<file path="src/rtl/fpu_addsub_seq.sv">
// Sequential floating-point adder/subtractor.
// Word format {sign, EXP_W exponent, MANT_W fraction}, bias 2^(EXP_W-1)-1,
// hidden leading 1, no denormals (exp=0 is zero), exp=all-ones is infinity.
// One operation walks IDLE -> ALIGN -> ADD -> NORM -> ROUND -> DONE.
// The result is rounded to nearest-even, and a one-hot status word
// {EXACT, OVERFLOW, UNDERFLOW, INEXACT} is returned with it.
module fpu_addsub_seq #(
  parameter int EXP_W  = 6,
  parameter int MANT_W = 25
) (
  input  logic                      clock100KHz,
  input  logic                      reset,
  input  logic                      start_in,
  input  logic                      op_sub_in,
  input  logic [EXP_W+MANT_W:0]     op_A_in,
  input  logic [EXP_W+MANT_W:0]     op_B_in,
  output logic                      busy_out,
  output logic                      done_out,
  output logic [EXP_W+MANT_W:0]     data_out,
  output logic [3:0]                status_out
);

  localparam int W   = 1 + EXP_W + MANT_W;
  localparam int M   = MANT_W + 1;
  localparam int EXT = M + 3;
  localparam int EW  = EXP_W + 2;

  localparam logic [3:0] ST_EXACT     = 4'b1000;
  localparam logic [3:0] ST_OVERFLOW  = 4'b0100;
  localparam logic [3:0] ST_UNDERFLOW = 4'b0010;
  localparam logic [3:0] ST_INEXACT   = 4'b0001;

  localparam logic signed [EW-1:0] EXP_MAX = EW'((1 << EXP_W) - 1);
  localparam logic signed [EW-1:0] EXP_ONE = EW'(1);

  typedef enum logic [2:0] {
    S_IDLE, S_ALIGN, S_ADD, S_NORM, S_ROUND, S_DONE
  } state_t;

  state_t                 r_state;
  logic                   r_busy;
  logic                   r_done;
  logic [W-1:0]           r_dataOut;
  logic [3:0]             r_statusOut;
  logic [W-1:0]           r_opA;
  logic [W-1:0]           r_opB;
  logic                   r_sign;
  logic                   r_effSub;
  logic                   r_inf;
  logic signed [EW-1:0]   r_expL;
  logic [EXT-1:0]         r_mantL;
  logic [EXT-1:0]         r_mantS;
  logic [EXT:0]           r_sum;

  // Alignment datapath: unpack the captured operands and order them by magnitude.
  // A zero exponent means the operand is zero, so its fraction is ignored.
  logic [EXP_W-1:0]   w_expA, w_expB, w_expBig, w_expSmall;
  logic [MANT_W-1:0]  w_fracA, w_fracB, w_fracBig, w_fracSmall;
  logic               w_swap, w_signBig, w_inf;
  logic [EXT-1:0]     w_extBig, w_extSmall, w_alignedSmall;
  logic [31:0]        w_diff32, w_shamt;
  logic [2*EXT-1:0]   w_alignFull;

  assign w_expA      = r_opA[W-2:MANT_W];
  assign w_expB      = r_opB[W-2:MANT_W];
  assign w_fracA     = (w_expA == '0) ? '0 : r_opA[MANT_W-1:0];
  assign w_fracB     = (w_expB == '0) ? '0 : r_opB[MANT_W-1:0];
  assign w_swap      = {w_expB, w_fracB} > {w_expA, w_fracA};
  assign w_expBig    = w_swap ? w_expB : w_expA;
  assign w_expSmall  = w_swap ? w_expA : w_expB;
  assign w_fracBig   = w_swap ? w_fracB : w_fracA;
  assign w_fracSmall = w_swap ? w_fracA : w_fracB;
  assign w_signBig   = w_swap ? r_opB[W-1] : r_opA[W-1];
  assign w_inf       = (w_expA == '1) | (w_expB == '1);
  assign w_extBig    = {w_expBig != '0, w_fracBig, 3'b000};
  assign w_extSmall  = {w_expSmall != '0, w_fracSmall, 3'b000};
  // Shifting by EXT already pushes every bit into the sticky half, so larger
  // differences are clamped there instead of losing bits off the end.
  assign w_diff32    = 32'(w_expBig) - 32'(w_expSmall);
  assign w_shamt     = (w_diff32 > 32'(EXT)) ? 32'(EXT) : w_diff32;
  assign w_alignFull = {w_extSmall, {EXT{1'b0}}} >> w_shamt;
  assign w_alignedSmall = {w_alignFull[2*EXT-1:EXT+1],
                           w_alignFull[EXT] | (|w_alignFull[EXT-1:0])};

  // Rounding datapath: round-to-nearest-even on guard/round/sticky; a carry
  // out of the mantissa renormalises by one place and bumps the exponent.
  logic [M-1:0]          w_mantR;
  logic                  w_guard, w_round, w_sticky, w_inexact, w_rndUp, w_carry;
  logic [M:0]            w_mantInc;
  logic [MANT_W-1:0]     w_fracFinal;
  logic signed [EW-1:0]  w_expFinal;
  logic                  w_ovf, w_unf, w_zero;

  assign w_mantR     = r_sum[EXT-1:3];
  assign w_guard     = r_sum[2];
  assign w_round     = r_sum[1];
  assign w_sticky    = r_sum[0];
  assign w_inexact   = w_guard | w_round | w_sticky;
  assign w_rndUp     = w_guard & (w_round | w_sticky | w_mantR[0]);
  assign w_mantInc   = {1'b0, w_mantR} + {{M{1'b0}}, w_rndUp};
  assign w_carry     = w_mantInc[M];
  assign w_fracFinal = w_carry ? w_mantInc[M-1:1] : w_mantInc[MANT_W-1:0];
  assign w_expFinal  = r_expL + {{(EW-1){1'b0}}, w_carry};
  assign w_ovf       = (w_expFinal >= EXP_MAX);
  assign w_unf       = (w_expFinal < EXP_ONE);
  assign w_zero      = (r_sum == '0);

  // Result and status selection, highest-priority condition first.
  logic [W-1:0] w_resData;
  logic [3:0]   w_resStat;

  always_comb begin
    w_resData = '0;
    w_resStat = ST_EXACT;
    if (r_inf || (!w_zero && w_ovf)) begin
      w_resData = {r_sign, {EXP_W{1'b1}}, {MANT_W{1'b0}}};
      w_resStat = ST_OVERFLOW;
    end else if (w_zero) begin
      w_resData = '0;
      w_resStat = ST_EXACT;
    end else if (w_unf) begin
      w_resData = {r_sign, {(W-1){1'b0}}};
      w_resStat = ST_UNDERFLOW;
    end else begin
      w_resData = {r_sign, w_expFinal[EXP_W-1:0], w_fracFinal};
      w_resStat = w_inexact ? ST_INEXACT : ST_EXACT;
    end
  end

  // Control FSM and all datapath/output registers; reset aborts any operation.
  always_ff @(posedge clock100KHz) begin
    if (reset) begin
      r_state     <= S_IDLE;
      r_busy      <= 1'b0;
      r_done      <= 1'b0;
      r_dataOut   <= '0;
      r_statusOut <= '0;
      r_opA       <= '0;
      r_opB       <= '0;
      r_sign      <= 1'b0;
      r_effSub    <= 1'b0;
      r_inf       <= 1'b0;
      r_expL      <= '0;
      r_mantL     <= '0;
      r_mantS     <= '0;
      r_sum       <= '0;
    end else begin
      case (r_state)
        S_IDLE: begin
          if (start_in) begin
            r_opA   <= op_A_in;
            r_opB   <= {op_B_in[W-1] ^ op_sub_in, op_B_in[W-2:0]};
            r_busy  <= 1'b1;
            r_state <= S_ALIGN;
          end
        end
        S_ALIGN: begin
          r_sign   <= w_signBig;
          r_effSub <= r_opA[W-1] ^ r_opB[W-1];
          r_inf    <= w_inf;
          r_expL   <= {2'b00, w_expBig};
          r_mantL  <= w_extBig;
          r_mantS  <= w_alignedSmall;
          r_state  <= S_ADD;
        end
        S_ADD: begin
          r_sum   <= r_effSub ? ({1'b0, r_mantL} - {1'b0, r_mantS})
                              : ({1'b0, r_mantL} + {1'b0, r_mantS});
          r_state <= S_NORM;
        end
        S_NORM: begin
          if (r_sum[EXT]) begin
            r_sum   <= {1'b0, r_sum[EXT:2], r_sum[1] | r_sum[0]};
            r_expL  <= r_expL + EXP_ONE;
            r_state <= S_ROUND;
          end else if (w_zero || r_sum[EXT-1]) begin
            r_state <= S_ROUND;
          end else begin
            r_sum  <= r_sum << 1;
            r_expL <= r_expL - EXP_ONE;
          end
        end
        S_ROUND: begin
          r_dataOut   <= w_resData;
          r_statusOut <= w_resStat;
          r_done      <= 1'b1;
          r_busy      <= 1'b0;
          r_state     <= S_DONE;
        end
        S_DONE: begin
          r_done  <= 1'b0;
          r_state <= S_IDLE;
        end
        default: r_state <= S_IDLE;
      endcase
    end
  end

  assign busy_out   = r_busy;
  assign done_out   = r_done;
  assign data_out   = r_dataOut;
  assign status_out = r_statusOut;

endmodule

</file>
<file path="config.mk">
export PLATFORM = sky130hd
export DESIGN_NAME = fpu_addsub_seq
export DESIGN_NICKNAME = d
export VERILOG_FILES = /design/src/rtl/fpu_addsub_seq.sv
export SDC_FILE = /design/constraint.sdc
export NUM_CORES = 1
export LEC_CHECK = 0
export ABC_AREA = 1
export CAP_MARGIN = 15
export CORE_MARGIN = 5
export CORE_UTILIZATION = 60
export CTS_BUF_LIST = sky130_fd_sc_hd__clkbuf_4 sky130_fd_sc_hd__clkbuf_8
export CTS_CLUSTER_SIZE = 8
export DETAILED_ROUTE_END_ITERATION = 16
export PLACE_DENSITY = 0.81
export SLEW_MARGIN = 20
export SYNTH_ARGS = -nofsm -noshare
export SYNTH_HDL_FRONTEND = slang
export SYNTH_SLANG_ARGS = --single-unit
</file>
<file path="constraint.sdc">
create_clock -name clock100KHz -period 5.06 [get_ports clock100KHz]
set_input_delay 0.759 -clock clock100KHz [delete_from_list [all_inputs] [get_ports clock100KHz]]
set_output_delay 0.759 -clock clock100KHz [all_outputs]
set_load 0.005 [all_outputs]
</file>
==> summary.md, run 1 <==
| Metric | Value |
|---|---|
| Final std cells w/o fill | `roughly 2800` |
| Io pins | `106` |
| CTS tree | `yes` |
| Nets | `about 2700` |
| Clock Power Share | `13.3%` |
| Die Y | `approximately 170 um` |
| Top cells by area, synth | `dfxtp_1, nand2_1, a21oi_1` |
| Core region area | `approximately 24000 um^2` |
| Die area | `~28000 um^2` |
| GPL Wtd Cong | `1.00` |
| Number of diodes | `0` |
| Pwr dens | `around 720 nW/um^2` |
| Pin count of the biggest net entering global routing | `between 100 and 150` |
| Hold Crit Class | `flop to flop` |
| Setup crit end kind | `flop` |
| I/O Buffers | `105` |
| Final WL | `around 50 mm` |
| #FFs+latches synth | `~200` |
| Initial Util | `slightly above 60%` |
| Post-synth top cells | `nand2_1, inv_1, a21oi_1` |
| Synth area leader | `dfxtp_1` |
| Syn_nets | `around 2500` |
| Final hold vios | `0` |
| Switching Share | `around 51%` |
| Most common cell in the synthesized netlist | `nand2_1` |
| Fillers | `2050` |
| Status | `finished, final reports clean` |
| Internal Power | `6.52 mW` |
| H-tree depth | `2` |
| Layout cells sized above 1 | `around 15%` |
| Cells after Synth | `2340` |
| Crit-path leading delay family | `simple AND/OR/NAND/NOR gates` |
| Remaining antenna violation count after routing | `0` |
| Worst slew pin tran | `between 1 and 1.5 ns` |
| Drt pass-1 iters | `7` |
| Crit start category | `flop` |
| Reg clk slew, reported paths | `0.07 ns` |
| DRC Markers | `0` |
| FMAX | `199 MHz` |
| Register area share after synthesis | `between 20 and 30%` |
| # clock sinks | `201` |
| RSZ-0062 raised after global routing | `true` |
| Clk_skew | `about 0.023 ns` |
| Worst endpoint required time | `approximately 5.5 ns` |
| Static leakage | `about 8.6 nW` |
| Post-synth ARST share | `0%` |
| Chip width | `about 170 um` |
| Ys flop type | `dfxtp_1` |
| Grt total ovfl | `0` |
| Area of the mapped netlist | `between 10000 and 15000 um^2` |
| Initial antenna violation count | `1` |
| Max VDD drop | `between 0.0003 and 0.0004 V` |
| Slew Limit Fails | `0` |
| Vias in the first global route | `~15000` |
| Placed cell count | `~2800` |
| Worst skew pair latency | `around 0.54 ns` |
| Kind of critical path | `flop to flop` |
| YS warnings | `0` |
| Root Driver | `clkbuf_8` |
| Net Sw Power | `roughly 6.8 mW` |
| First-pass GRT wire length | `77.5 mm` |
| Top-area cell type share of the netlist area | `between 20% and 30%` |
| Mapped Avg Cell Area | `between 6 and 7 um^2` |
| Crit-path max FO | `6` |
| Seq pwr share | `about 17%` |
| Tcrit/Tclk final | `~99%` |
| Row count | `57` |
| Cts-stage hold buffer count | `0` |
| CTS Buf Count | `37` |
| CP max stage delay | `between 0.3 and 0.4 ns` |
| Clk buf depth | `3` |
| Count of cell types in the netlist | `53` |
| Slew HR | `between 20% and 30%` |
| Routed vias | `about 17000` |
| Final min period | `roughly 5 ns` |
| Wire per inst | `around 18 um` |
| Critical-path top delay cell | `dfxtp_2` |
| Vias/cell | `5.95` |
| Endpoints failing setup | `0` |
| GRT Overall Usage | `32.9%` |
| Most frequent CP cell | `nand2_1` |
| Area delta synth->final | `24.3%` |
| Number of synthesized flops with an enable pin | `0` |
| Max Cap Viol | `0` |
| Final HPWL DP | `36.8 mm` |
| Sum Neg Setup Slack | `0 ns` |
| Buffers and inverters on the worst path | `8` |
| WP data arrival | `5.44 ns` |
| Iter 0 DRT Violations | `about 1900` |
| Combinational share of power | `70.0%` |
[cell usage in the layout (no fill, tap or decap), types with 25 or more instances in the layout]
cell             instances
a21oi_1                250
buf_4                  101
clkbuf_8                51
clkdlybuf4s50_1        104
dfxtp_1                198
ha_1                    79
inv_1                  295
nand2_1                493
nand2_2                 53
nand3_1                174
nand3_2                 29
nand4_1                 42
nor2_1                 102
o21ai_0                188
o22ai_1                 25
xor2_1                  30
[layer usage]
| layer | GRT usage [%] | share of wire (%) | wire length (um) |
|---|---|---|---|
| met1 | 45.8 | 43 | 21400 |
| met2 | 53.1 | 45 | 22700 |
| met3 | 4.74 | 8.5 | 4240 |
| met4 | 9.84 | 3.6 | 1800 |
| met5 | 0 | 0.026 | 13 |
[cell type report]
type / instances / area (um^2) / share of cell area, %
clock buffers: 60 / 769 / 4.17
clock inverters: 5 / 77.6 / 0.420
inverters: 319 / 1200 / 6.50
multi-input cells: 1700 / 9740 / 52.7
flip-flops and latches: 201 / 4030 / 21.8
well taps: 324 / 405 / 2.19
repair buffers: 231 / 2250 / 12.2
[stage by stage]
stage | total power, mW | cell area, um^2 | hold WS, ns | worst slack, ns | util (%)
final | 13.3 | 18500 | 0.447 | 0.0466 | 75.7
after global routing | 14.4 | 18500 | 0.458 | -0.207 | 75.7
after CTS | 12.3 | 17500 | 0.449 | 0.0457 | 72.0
after detailed placement | 10.5 | 16700 | 0.438 | -0.124 | 68.4
after global placement | 10.3 | 16700 | 0.433 | 0.169 | 68.4
after floorplan | 7.81 | 14900 | 0.424 | 0.649 | -
[power by group through the flow]
stage	clock (mW)	sequential, mW	combinational, mW
floorplan	0	2.12	5.68
global placement	0	2.21	8.13
detailed placement	0	2.22	8.27
CTS	1.79	2.19	8.32
global route	1.87	2.26	10.3
finish	1.77	2.23	9.33
[cell families after synthesis]
logic type      Yosys count  share of synthesized area [%]
compound gates          588                           22.0
flops                   201                           27.1
buf+inv                 440                           11.9
simple gates            980                           28.8
fa+ha+maj                96                           8.18
xor+xnor                 35                           2.06
[path summary, 6_finish.rpt]
check	startpoint	end	slack [ns]	cells after the start
max	r_opB[30]	r_mantS[0]	0.05	41
min	r_opA[3]	r_opA[3]	0.45	2
max reg2reg	r_opB[30]	r_mantS[0]	0.05	41
min reg2reg	r_opA[3]	r_opA[3]	0.45	2
[sequential cells by signal, indices dropped and copies added (netlist names), 3 cells and up]
signal      count
r_mantL        26
r_sum          30
r_opA          32
r_opB          32
r_mantS        29
r_state         3
data_out       32
status_out      4
r_expL          8
[worst register-to-register path, delay by kind of cell (launching register included)]
| family | cells | cell delay [ns] |
|---|---|---|
| buffers and inverters | 8 | 1.10 |
| DFF | 1 | 0.32 |
| adders and majority gates | 2 | 0.37 |
| and+or+nand+nor | 29 | 2.95 |
| AOI/OAI and AO/OA | 2 | 0.19 |
[what timing repair did]
item	4_1_cts	5_1_grt
gates cloned	0	9
resized for setup	3	178
setup buffers	0	10
pin swaps	0	52
endpoints found under the hold margin	0	0
endpoints found under the setup margin	10	63
(Power assumes the default switching activity.)
==> run 2, diff against run 1 <==
CAP_MARGIN = unset   (was 15)
==> results of run 2 <==
Same layout as run 1: the final DEF is identical, and so are final timing and power.
